$ cat config.mk
export PLATFORM = sky130hd
export DESIGN_NAME = imem_loader
export DESIGN_NICKNAME = d
export VERILOG_FILES = /design/src/rtl/imem_loader_pkg.sv /design/src/rtl/imem_word_asm.sv /design/src/rtl/imem_loader.sv
export SDC_FILE = /design/constraint.sdc
export NUM_CORES = 1
export LEC_CHECK = 0
export CORE_MARGIN = 8
export CORE_UTILIZATION = 56
export CTS_BUF_LIST = sky130_fd_sc_hd__clkbuf_4
export CTS_CLUSTER_SIZE = 16
export DETAILED_ROUTE_END_ITERATION = 7
export HOLD_SLACK_MARGIN = 0.12
export PLACE_DENSITY = 0.95
export SETUP_SLACK_MARGIN = 0.05
export SLEW_MARGIN = 20
export SYNTH_ARGS = -nofsm -noshare
export SYNTH_HDL_FRONTEND = slang
export SYNTH_SLANG_ARGS = --single-unit
export TNS_END_PERCENT = 30
$ cat constraint.sdc
create_clock -name clk -period 5.2 [get_ports clk]
set_input_delay 1.04 -clock clk [delete_from_list [all_inputs] [get_ports clk]]
set_output_delay 1.04 -clock clk [all_outputs]
set_load 0.1 [all_outputs]
$ cat src/rtl/imem_loader_pkg.sv
// Shared types and widths for the instruction-memory loader.
// IMEM_LOADER_CHECKSUM_EN adds the CHK state used for the trailing checksum byte.
package imem_loader_pkg;

    localparam int WORD_W         = 32;
    localparam int BYTE_W         = 8;
    localparam int BYTES_PER_WORD = 4;

    typedef enum logic [2:0] {
        S_IDLE,
        S_LEN,
        S_BYTES,
        S_WRITE,
        S_DONE,
        S_ERROR
`ifdef IMEM_LOADER_CHECKSUM_EN
        , S_CHK
`endif
    } state_t;

endpackage

$ cat src/rtl/imem_word_asm.sv
// Little-endian byte-lane shift register: the first byte of a word ends up in [7:0].
// word_next is the word as it will look after the current byte is shifted in.
module imem_word_asm
    import imem_loader_pkg::*;
(
    input  logic              clk,
    input  logic              reset,
    input  logic              clear,
    input  logic              shift_en,
    input  logic [BYTE_W-1:0] byte_in,
    output logic [WORD_W-1:0] word_next,
    output logic              word_full
);

    logic [WORD_W-1:0] word_q, word_d;
    logic [1:0]        cnt_q, cnt_d;

    assign word_next = {byte_in, word_q[WORD_W-1:BYTE_W]};
    assign word_full = shift_en && (cnt_q == 2'(BYTES_PER_WORD - 1));

    always_comb begin
        word_d = word_q;
        cnt_d  = cnt_q;
        if (clear) begin
            word_d = '0;
            cnt_d  = '0;
        end else if (shift_en) begin
            word_d = word_next;
            cnt_d  = cnt_q + 2'd1;
        end
    end

    always_ff @(posedge clk) begin
        if (reset) begin
            word_q <= '0;
            cnt_q  <= '0;
        end else begin
            word_q <= word_d;
            cnt_q  <= cnt_d;
        end
    end

endmodule

$ cat src/rtl/imem_loader.sv
// Streams a length-prefixed byte image into instruction RAM while holding the CPU in reset.
// Build option: IMEM_LOADER_CHECKSUM_EN appends an XOR checksum byte checked in CHK.
//
// state   | meaning
// IDLE    | waiting for start, CPU held in reset
// LEN     | accept word-count byte
// BYTES   | accept four data bytes of the current word
// WRITE   | one-cycle write strobe to instruction RAM
// CHK     | accept and compare checksum byte (checksum build only)
// DONE    | image loaded, CPU released
// ERROR   | bad length or checksum, CPU held in reset
module imem_loader
    import imem_loader_pkg::*;
#(
    parameter int DEPTH = 64
) (
    input  logic              clk,
    input  logic              reset,
    input  logic              start,
    input  logic              byte_valid,
    input  logic [BYTE_W-1:0] byte_data,
    output logic              byte_ready,
    output logic              we,
    output logic [WORD_W-1:0] wa,
    output logic [WORD_W-1:0] wd,
    output logic              cpu_reset,
    output logic              done,
    output logic              error
);

    localparam logic [BYTE_W:0] DEPTH_LIM = (BYTE_W + 1)'(DEPTH);

    state_t            state_q, state_d;
    logic [BYTE_W-1:0] len_q, len_d;
    logic [BYTE_W-1:0] word_idx_q, word_idx_d;
    logic [WORD_W-1:0] wa_q, wa_d, wd_q, wd_d;
    logic              byte_ready_q, byte_ready_d;
    logic              we_q, we_d;
    logic              cpu_reset_q, cpu_reset_d;
    logic              done_q, done_d;
    logic              error_q, error_d;
    logic              hs, asm_clear, asm_shift, asm_full;
    logic [WORD_W-1:0] asm_word;
`ifdef IMEM_LOADER_CHECKSUM_EN
    logic [BYTE_W-1:0] chk_q, chk_d;
`endif

    assign hs = byte_valid && byte_ready_q;

    imem_word_asm u_word_asm (
        .clk       (clk),
        .reset     (reset),
        .clear     (asm_clear),
        .shift_en  (asm_shift),
        .byte_in   (byte_data),
        .word_next (asm_word),
        .word_full (asm_full)
    );

    always_comb begin
        state_d    = state_q;
        len_d      = len_q;
        word_idx_d = word_idx_q;
        wa_d       = wa_q;
        wd_d       = wd_q;
        asm_clear  = 1'b0;
        asm_shift  = 1'b0;
`ifdef IMEM_LOADER_CHECKSUM_EN
        chk_d      = chk_q;
`endif
        case (state_q)
            S_IDLE, S_DONE, S_ERROR: begin
                if (start) begin
                    state_d    = S_LEN;
                    word_idx_d = '0;
                    asm_clear  = 1'b1;
`ifdef IMEM_LOADER_CHECKSUM_EN
                    chk_d      = '0;
`endif
                end
            end
            S_LEN: begin
                if (hs) begin
                    if (byte_data == '0 || {1'b0, byte_data} > DEPTH_LIM) begin
                        state_d = S_ERROR;
                    end else begin
                        len_d   = byte_data;
                        state_d = S_BYTES;
                    end
                end
            end
            S_BYTES: begin
                asm_shift = hs;
`ifdef IMEM_LOADER_CHECKSUM_EN
                if (hs) chk_d = chk_q ^ byte_data;
`endif
                // Capture the word on the 4th handshake so WRITE presents it immediately
                if (asm_full) begin
                    wd_d    = asm_word;
                    wa_d    = WORD_W'({word_idx_q, 2'b00});
                    state_d = S_WRITE;
                end
            end
            S_WRITE: begin
                word_idx_d = word_idx_q + 1'b1;
                if (word_idx_d == len_q) begin
`ifdef IMEM_LOADER_CHECKSUM_EN
                    state_d = S_CHK;
`else
                    state_d = S_DONE;
`endif
                end else begin
                    state_d = S_BYTES;
                end
            end
`ifdef IMEM_LOADER_CHECKSUM_EN
            S_CHK: begin
                if (hs) state_d = (byte_data == chk_q) ? S_DONE : S_ERROR;
            end
`endif
            default: state_d = S_IDLE;
        endcase

        // Outputs are registered, so derive them from the state being entered
        byte_ready_d = (state_d == S_LEN) || (state_d == S_BYTES)
`ifdef IMEM_LOADER_CHECKSUM_EN
                       || (state_d == S_CHK)
`endif
                       ;
        we_d        = (state_d == S_WRITE);
        cpu_reset_d = (state_d != S_DONE);
        done_d      = (state_d == S_DONE);
        error_d     = (state_d == S_ERROR);
    end

    always_ff @(posedge clk) begin
        if (reset) begin
            state_q      <= S_IDLE;
            len_q        <= '0;
            word_idx_q   <= '0;
            wa_q         <= '0;
            wd_q         <= '0;
            byte_ready_q <= 1'b0;
            we_q         <= 1'b0;
            cpu_reset_q  <= 1'b1;
            done_q       <= 1'b0;
            error_q      <= 1'b0;
`ifdef IMEM_LOADER_CHECKSUM_EN
            chk_q        <= '0;
`endif
        end else begin
            state_q      <= state_d;
            len_q        <= len_d;
            word_idx_q   <= word_idx_d;
            wa_q         <= wa_d;
            wd_q         <= wd_d;
            byte_ready_q <= byte_ready_d;
            we_q         <= we_d;
            cpu_reset_q  <= cpu_reset_d;
            done_q       <= done_d;
            error_q      <= error_d;
`ifdef IMEM_LOADER_CHECKSUM_EN
            chk_q        <= chk_d;
`endif
        end
    end

    assign byte_ready = byte_ready_q;
    assign we         = we_q;
    assign wa         = wa_q;
    assign wd         = wd_q;
    assign cpu_reset  = cpu_reset_q;
    assign done       = done_q;
    assign error      = error_q;

endmodule

# After elaboration in Yosys (flattened, before gate mapping)
# Cells that the tools add are included.
[classes] addsub=2 multipliers=0 n_div=0 magnitude_cmp=1 n_eq_ne=14 n_shift=0 n_mux=11 n_bitwise=1 n_reduce_logical=12
[op_table] operator="8-bit case mux with 2 select lines" n=1
[op_table] operator="3-bit two-way mux" n=5
[op_table] operator="3-bit by 2-bit == test with 1-bit output (second input constant)" n=4
[op_table] operator="3-bit == test (second input constant)" n=4
[op_table] operator="3-bit case mux with 4 select lines" n=1
[op_table] operator="8-bit by 1-bit adder with 8-bit output (second input constant)" n=1
[op_table] operator="8-bit == test" n=1
[op_table] operator="8-bit by 7-bit > comparator with 1-bit output (second input constant)" n=1
[op_table] operator="8-bit zero test" n=1
[op_table] operator="8-bit two-way mux" n=1
[op_table] operator="3-bit by 1-bit == test with 1-bit output (second input constant)" n=2
[op_table] operator="2-bit AND reduction" n=2
[op_table] operator="3-bit zero test" n=1
[op_table] operator="1-bit two-way mux" n=3
[op_table] operator="3-bit inequality test (second input constant)" n=1
[op_table] operator="3-bit AND reduction" n=1
[op_table] operator="3-bit OR reduction" n=1
[op_table] operator="2-bit by 1-bit adder with 2-bit output (second input constant)" n=1
[op_table] operator="2-bit == test (second input constant)" n=1
[op_table] operator="1-bit logical AND" n=2
[op_table] operator="1-bit logical OR" n=2
[op_table] operator="2-bit inequality test (second input constant)" n=1
[op_table] operator="2-bit nonzero test" n=1
[op_table] operator="2-bit OR reduction" n=1
[op_table] operator="1-bit NOT" n=1
[totals] regBits=98 latchBits=0 mem_bits_rw=0 romBits=0 inputBits=12 output_inout_bits=69 elab_cells=53 n_memories=0

# Depth between registers and ports, before layout
[depth] depth_word=7 depth_mapped=7 depth_no_buf=7

# By module
# From an unflattened synthesis, not the netlist that was laid out.
[hier_totals] cells_unflattened=458 area_unflattened_um2=3947.5
[by_module_without_submodules] mod="imem_loader" n_inst=1 cells_each=363 area_each_um2=2907.8 seq_area_each_um2=1281.2
[by_module_without_submodules] mod="imem_word_asm" n_inst=1 cells_each=95 area_each_um2=1039.7 seq_area_each_um2=520.5

# Worst setup path before layout
# No wires, ideal clock.
[synth_path] path_type="input port to flip-flop" from="input byte_data[0]" to="register len_q[0]" setup_time_ns=0.117 arrival_time_ns=2.818 required_ns=5.083 path_slack_ns=2.265 cell_stages=6 n_path_buf=0 cell_sequence="or4_1 o31a_1 or3_4 nor3_4 mux2i_1 nor2_1"
[synth_via] elab_chain_len=4 word_cells_on_any_way=5 cone_classes="order compare (1); bitwise (1); reduce/logical (3)"
[synth_rtl] element="start: declaration" line_no="imem_loader.sv:21" text="input logic [BYTE_W-1:0] byte_data,"
[synth_rtl] element="8-bit by 7-bit > comparator with 1-bit output or 8-bit zero test (tied branches)" line_no="imem_loader.sv:84" text="if (byte_data == '0 || {1'b0, byte_data} > DEPTH_LIM) begin"
[synth_rtl] element="1-bit logical OR" line_no="imem_loader.sv:84"
[synth_rtl] element="1-bit NOT (no line)"
[synth_rtl] element="3-bit AND reduction (no line)"
[synth_rtl] element="end signal: assignment" line_no="imem_loader.sv:153" text="len_q <= len_d;"
[synth_rtl] element="end: declaration" line_no="imem_loader.sv:34" text="logic [BYTE_W-1:0] len_q, len_d;"
# Parallel ways exist; a longest one is shown, timed or not.
# A chain may end at the register's enable or synchronous reset.

# Worst setup path after layout
# Ends and elaborated chain as after synthesis.

==> impl_metrics.env <==
export IMPL_status="finished clean"
export IMPL_rsz0062_at_grt="false"
export IMPL_min_period_over_period_pct=61.95
export IMPL_routed_via_density=5.349
export IMPL_ios=81
export IMPL_crit_arrival_ns=3.55
export IMPL_overflow=0
export IMPL_total_power_w=0.001163
export IMPL_stdcell_count=581
export IMPL_slew_headroom_pct=34.25
export IMPL_cts_inserted_buffers=9
export IMPL_hold_viol=0
export IMPL_grt_first_pass_wirelength_mm=14.08
export IMPL_layout_min_cycle_time_ns=3.221
export IMPL_cts_root_buf="clkbuf_4"
export IMPL_skew_ns=0.01470
export IMPL_worst_pin_slew_ns=0.9831
export IMPL_rows=29
export IMPL_fillers=488
export IMPL_ys_warn_count=0
export IMPL_syn_mean_instance_area_um2=7.999
export IMPL_clk_latency_ns=0.45
export IMPL_antenna_cells=0
export IMPL_cts_hold_buffers_added=0
export IMPL_worstPathMaxFanout=9
export IMPL_core_area_um2=6350
export IMPL_ys_seq_area_share_pct=49.18
export IMPL_dieArea_um2=9386
export IMPL_max_freq_ghz=0.3104
export IMPL_final_cell_mix="nand2_1, dfxtp_1, a21oi_1, clkdlybuf4s50_1, conb_1"
export IMPL_drt_initial_drc_count=274
export IMPL_ant_nets=0
export IMPL_tritoncts="done"
export IMPL_peakVddDrop_mv=0.2173
export IMPL_final_cell_area_um2=4257
export IMPL_grtUsageTotal_pct=17.55
export IMPL_ys_flop_type="dfxtp_1"
export IMPL_num_nets_final=513
export IMPL_synth_cells=458
export IMPL_synth_cell_type_count=44
export IMPL_layout_drive_gt1_share_pct=5.556
export IMPL_drv_slew=0
export IMPL_endpoint_kind="flop"
export IMPL_final_common_cell="nand2_1"
export IMPL_vias=3108
export IMPL_die_width_um=96.88
export IMPL_yosys_register_bits=90
export IMPL_dpl_hpwl_mm=5.710
export IMPL_worstSetupStartpointType="input port"
export IMPL_place_area_um2=4138
export IMPL_setup_tns_ns=0
export IMPL_drv_cap=0
export IMPL_syn_area_um2=3664
export IMPL_power_per_cell_area_nw_per_um2=273.2
export IMPL_fp_dieH_um=96.88
export IMPL_synth_edf_count=0
export IMPL_setup_violations=0
export IMPL_cts_resized=0
export IMPL_port_buffers=56
export IMPL_synthToLayoutAreaGrowth_pct=16.19
export IMPL_postCtsSetupRepairBufs=0
export IMPL_numClockSinks=90
export IMPL_critPathKind="input port to flop"
export IMPL_async_reset_ff_share_pct=0
export IMPL_wl_per_cell_um=14.02
export IMPL_grt_max_degree=62
export IMPL_place_inst=565
export IMPL_gp_congestion=0.8564
export IMPL_htree_levels=3
export IMPL_drc=0
export IMPL_cts_path_max_buffers=2
export IMPL_routed_wirelength_mm=8.143
export IMPL_whs_ns=0.4637
export IMPL_cts_reportedPaths_clkPinSlew_ns=0.15
export IMPL_start_util_pct=57.69
export IMPL_first_pass_iters=5
export IMPL_antenna_found_initial=0
export IMPL_hold_path_class="flop to flop"
export IMPL_cp_data_required_time_ns=5.53
export IMPL_grt_pass1_vias=3039
export IMPL_p_leak_nw=1.440
logic make-up (layout without fill, tap and decap cells):
group	after synthesis	after routing	synth area share (%)
other	1	24	0.1024
XOR/XNOR	9	9	2.152
AND/OR/NAND/NOR	198	198	23.84
buffers and inverters	57	80	8.435
flip-flops	90	90	49.18
AO/OA/AOI/OAI	94	94	13.70
adder cells (fa/ha/maj)	2	2	0.6830
multiplexers	7	7	1.913
Yosys cell counts (all sizes together) (3+ instances only):
cell type,number,area [um^2]
nand2,134,503.0
dfxtp,90,1802
a21oi,74,370.4
buf,27,195.2
clkbuf,26,98.84
nor2,23,86.33
o21ai,8,40.04
mux2i,7,70.07
or3,7,48.80
nor3,6,46.30
xnor2,6,52.55
nand3,5,25.02
a31oi,4,25.02
and2,4,25.03
inv,4,15.01
nand3b,4,30.03
xor2,3,26.28
registers in the layout, indices dropped and copies added, names as in the netlist:
name and count:
byte_ready 1, cpu_reset 1, done 1, error 1
len_q 8, state_q 3, u_word_asm.cnt_q 2, u_word_asm.word_q 24
wa 8, wd 32, we 1, word_idx_q 8
per-stage QoR:
| step | worst slack [ns] | util [%] |
|---|---|---|
| 2_1_floorplan | 2.265 | - |
| 3_3_place_gp | 1.660 | 65.16 |
| 3_5_place_dp | 1.547 | 65.16 |
| 4_1_cts | 2.024 | 67.03 |
| 5_1_grt | 1.924 | 67.03 |
| 6_report | 1.979 | 67.03 |
per-layer routing:
layer	vias to the layer above	global-route usage [%]	part of all wire [%]
met5	-	0	0
met4	0	9.112	2.1
met3	16	5.121	7.0
met2	113	27.60	46
met1	1437	21.20	45
li1	1542	-	-
worst max-delay path: stages:
cell	delay (ns)
clkdlybuf4s50_1	0.48
or4_1	0.60
o31a_1	0.26
or3_4	0.35
nor3_4	0.47
mux2i_1	0.29
nor2_1	0.06
final cells by class:
type	count	area, um^2	area share, %
clock inverters	7	51.30	1.205
flip-flops and latches	90	1802	42.33
well taps	77	96.34	2.263
repair buffers	60	585.6	13.76
clock buffers	9	67.56	1.587
multi-input cells	334	1639	38.51
inverters	4	15.01	0.3527
power breakdown:
| group | switching, W | leakage, nW | internal, W |
|---|---|---|---|
| sequential | 0.00000221 | 0.725 | 0.000692 |
| clock | 0.000247 | 0.0643 | 0.000101 |
| combinational | 0.000107 | 0.650 | 0.0000145 |
worst paths after layout:
| path | startpoint | end | slack (ns) | cells past startpoint |
|---|---|---|---|---|
| worst max-delay path | byte_data[0] | len_q[0] | 1.98 | 7 |
| worst min-delay path | wd[1] | wd[1] | 0.46 | 2 |
| worst max register to register | state_q[1] | wd[16] | 2.69 | 7 |
| worst min register to register | wd[1] | wd[1] | 0.46 | 2 |
Power figures use the tool's default switching activity.
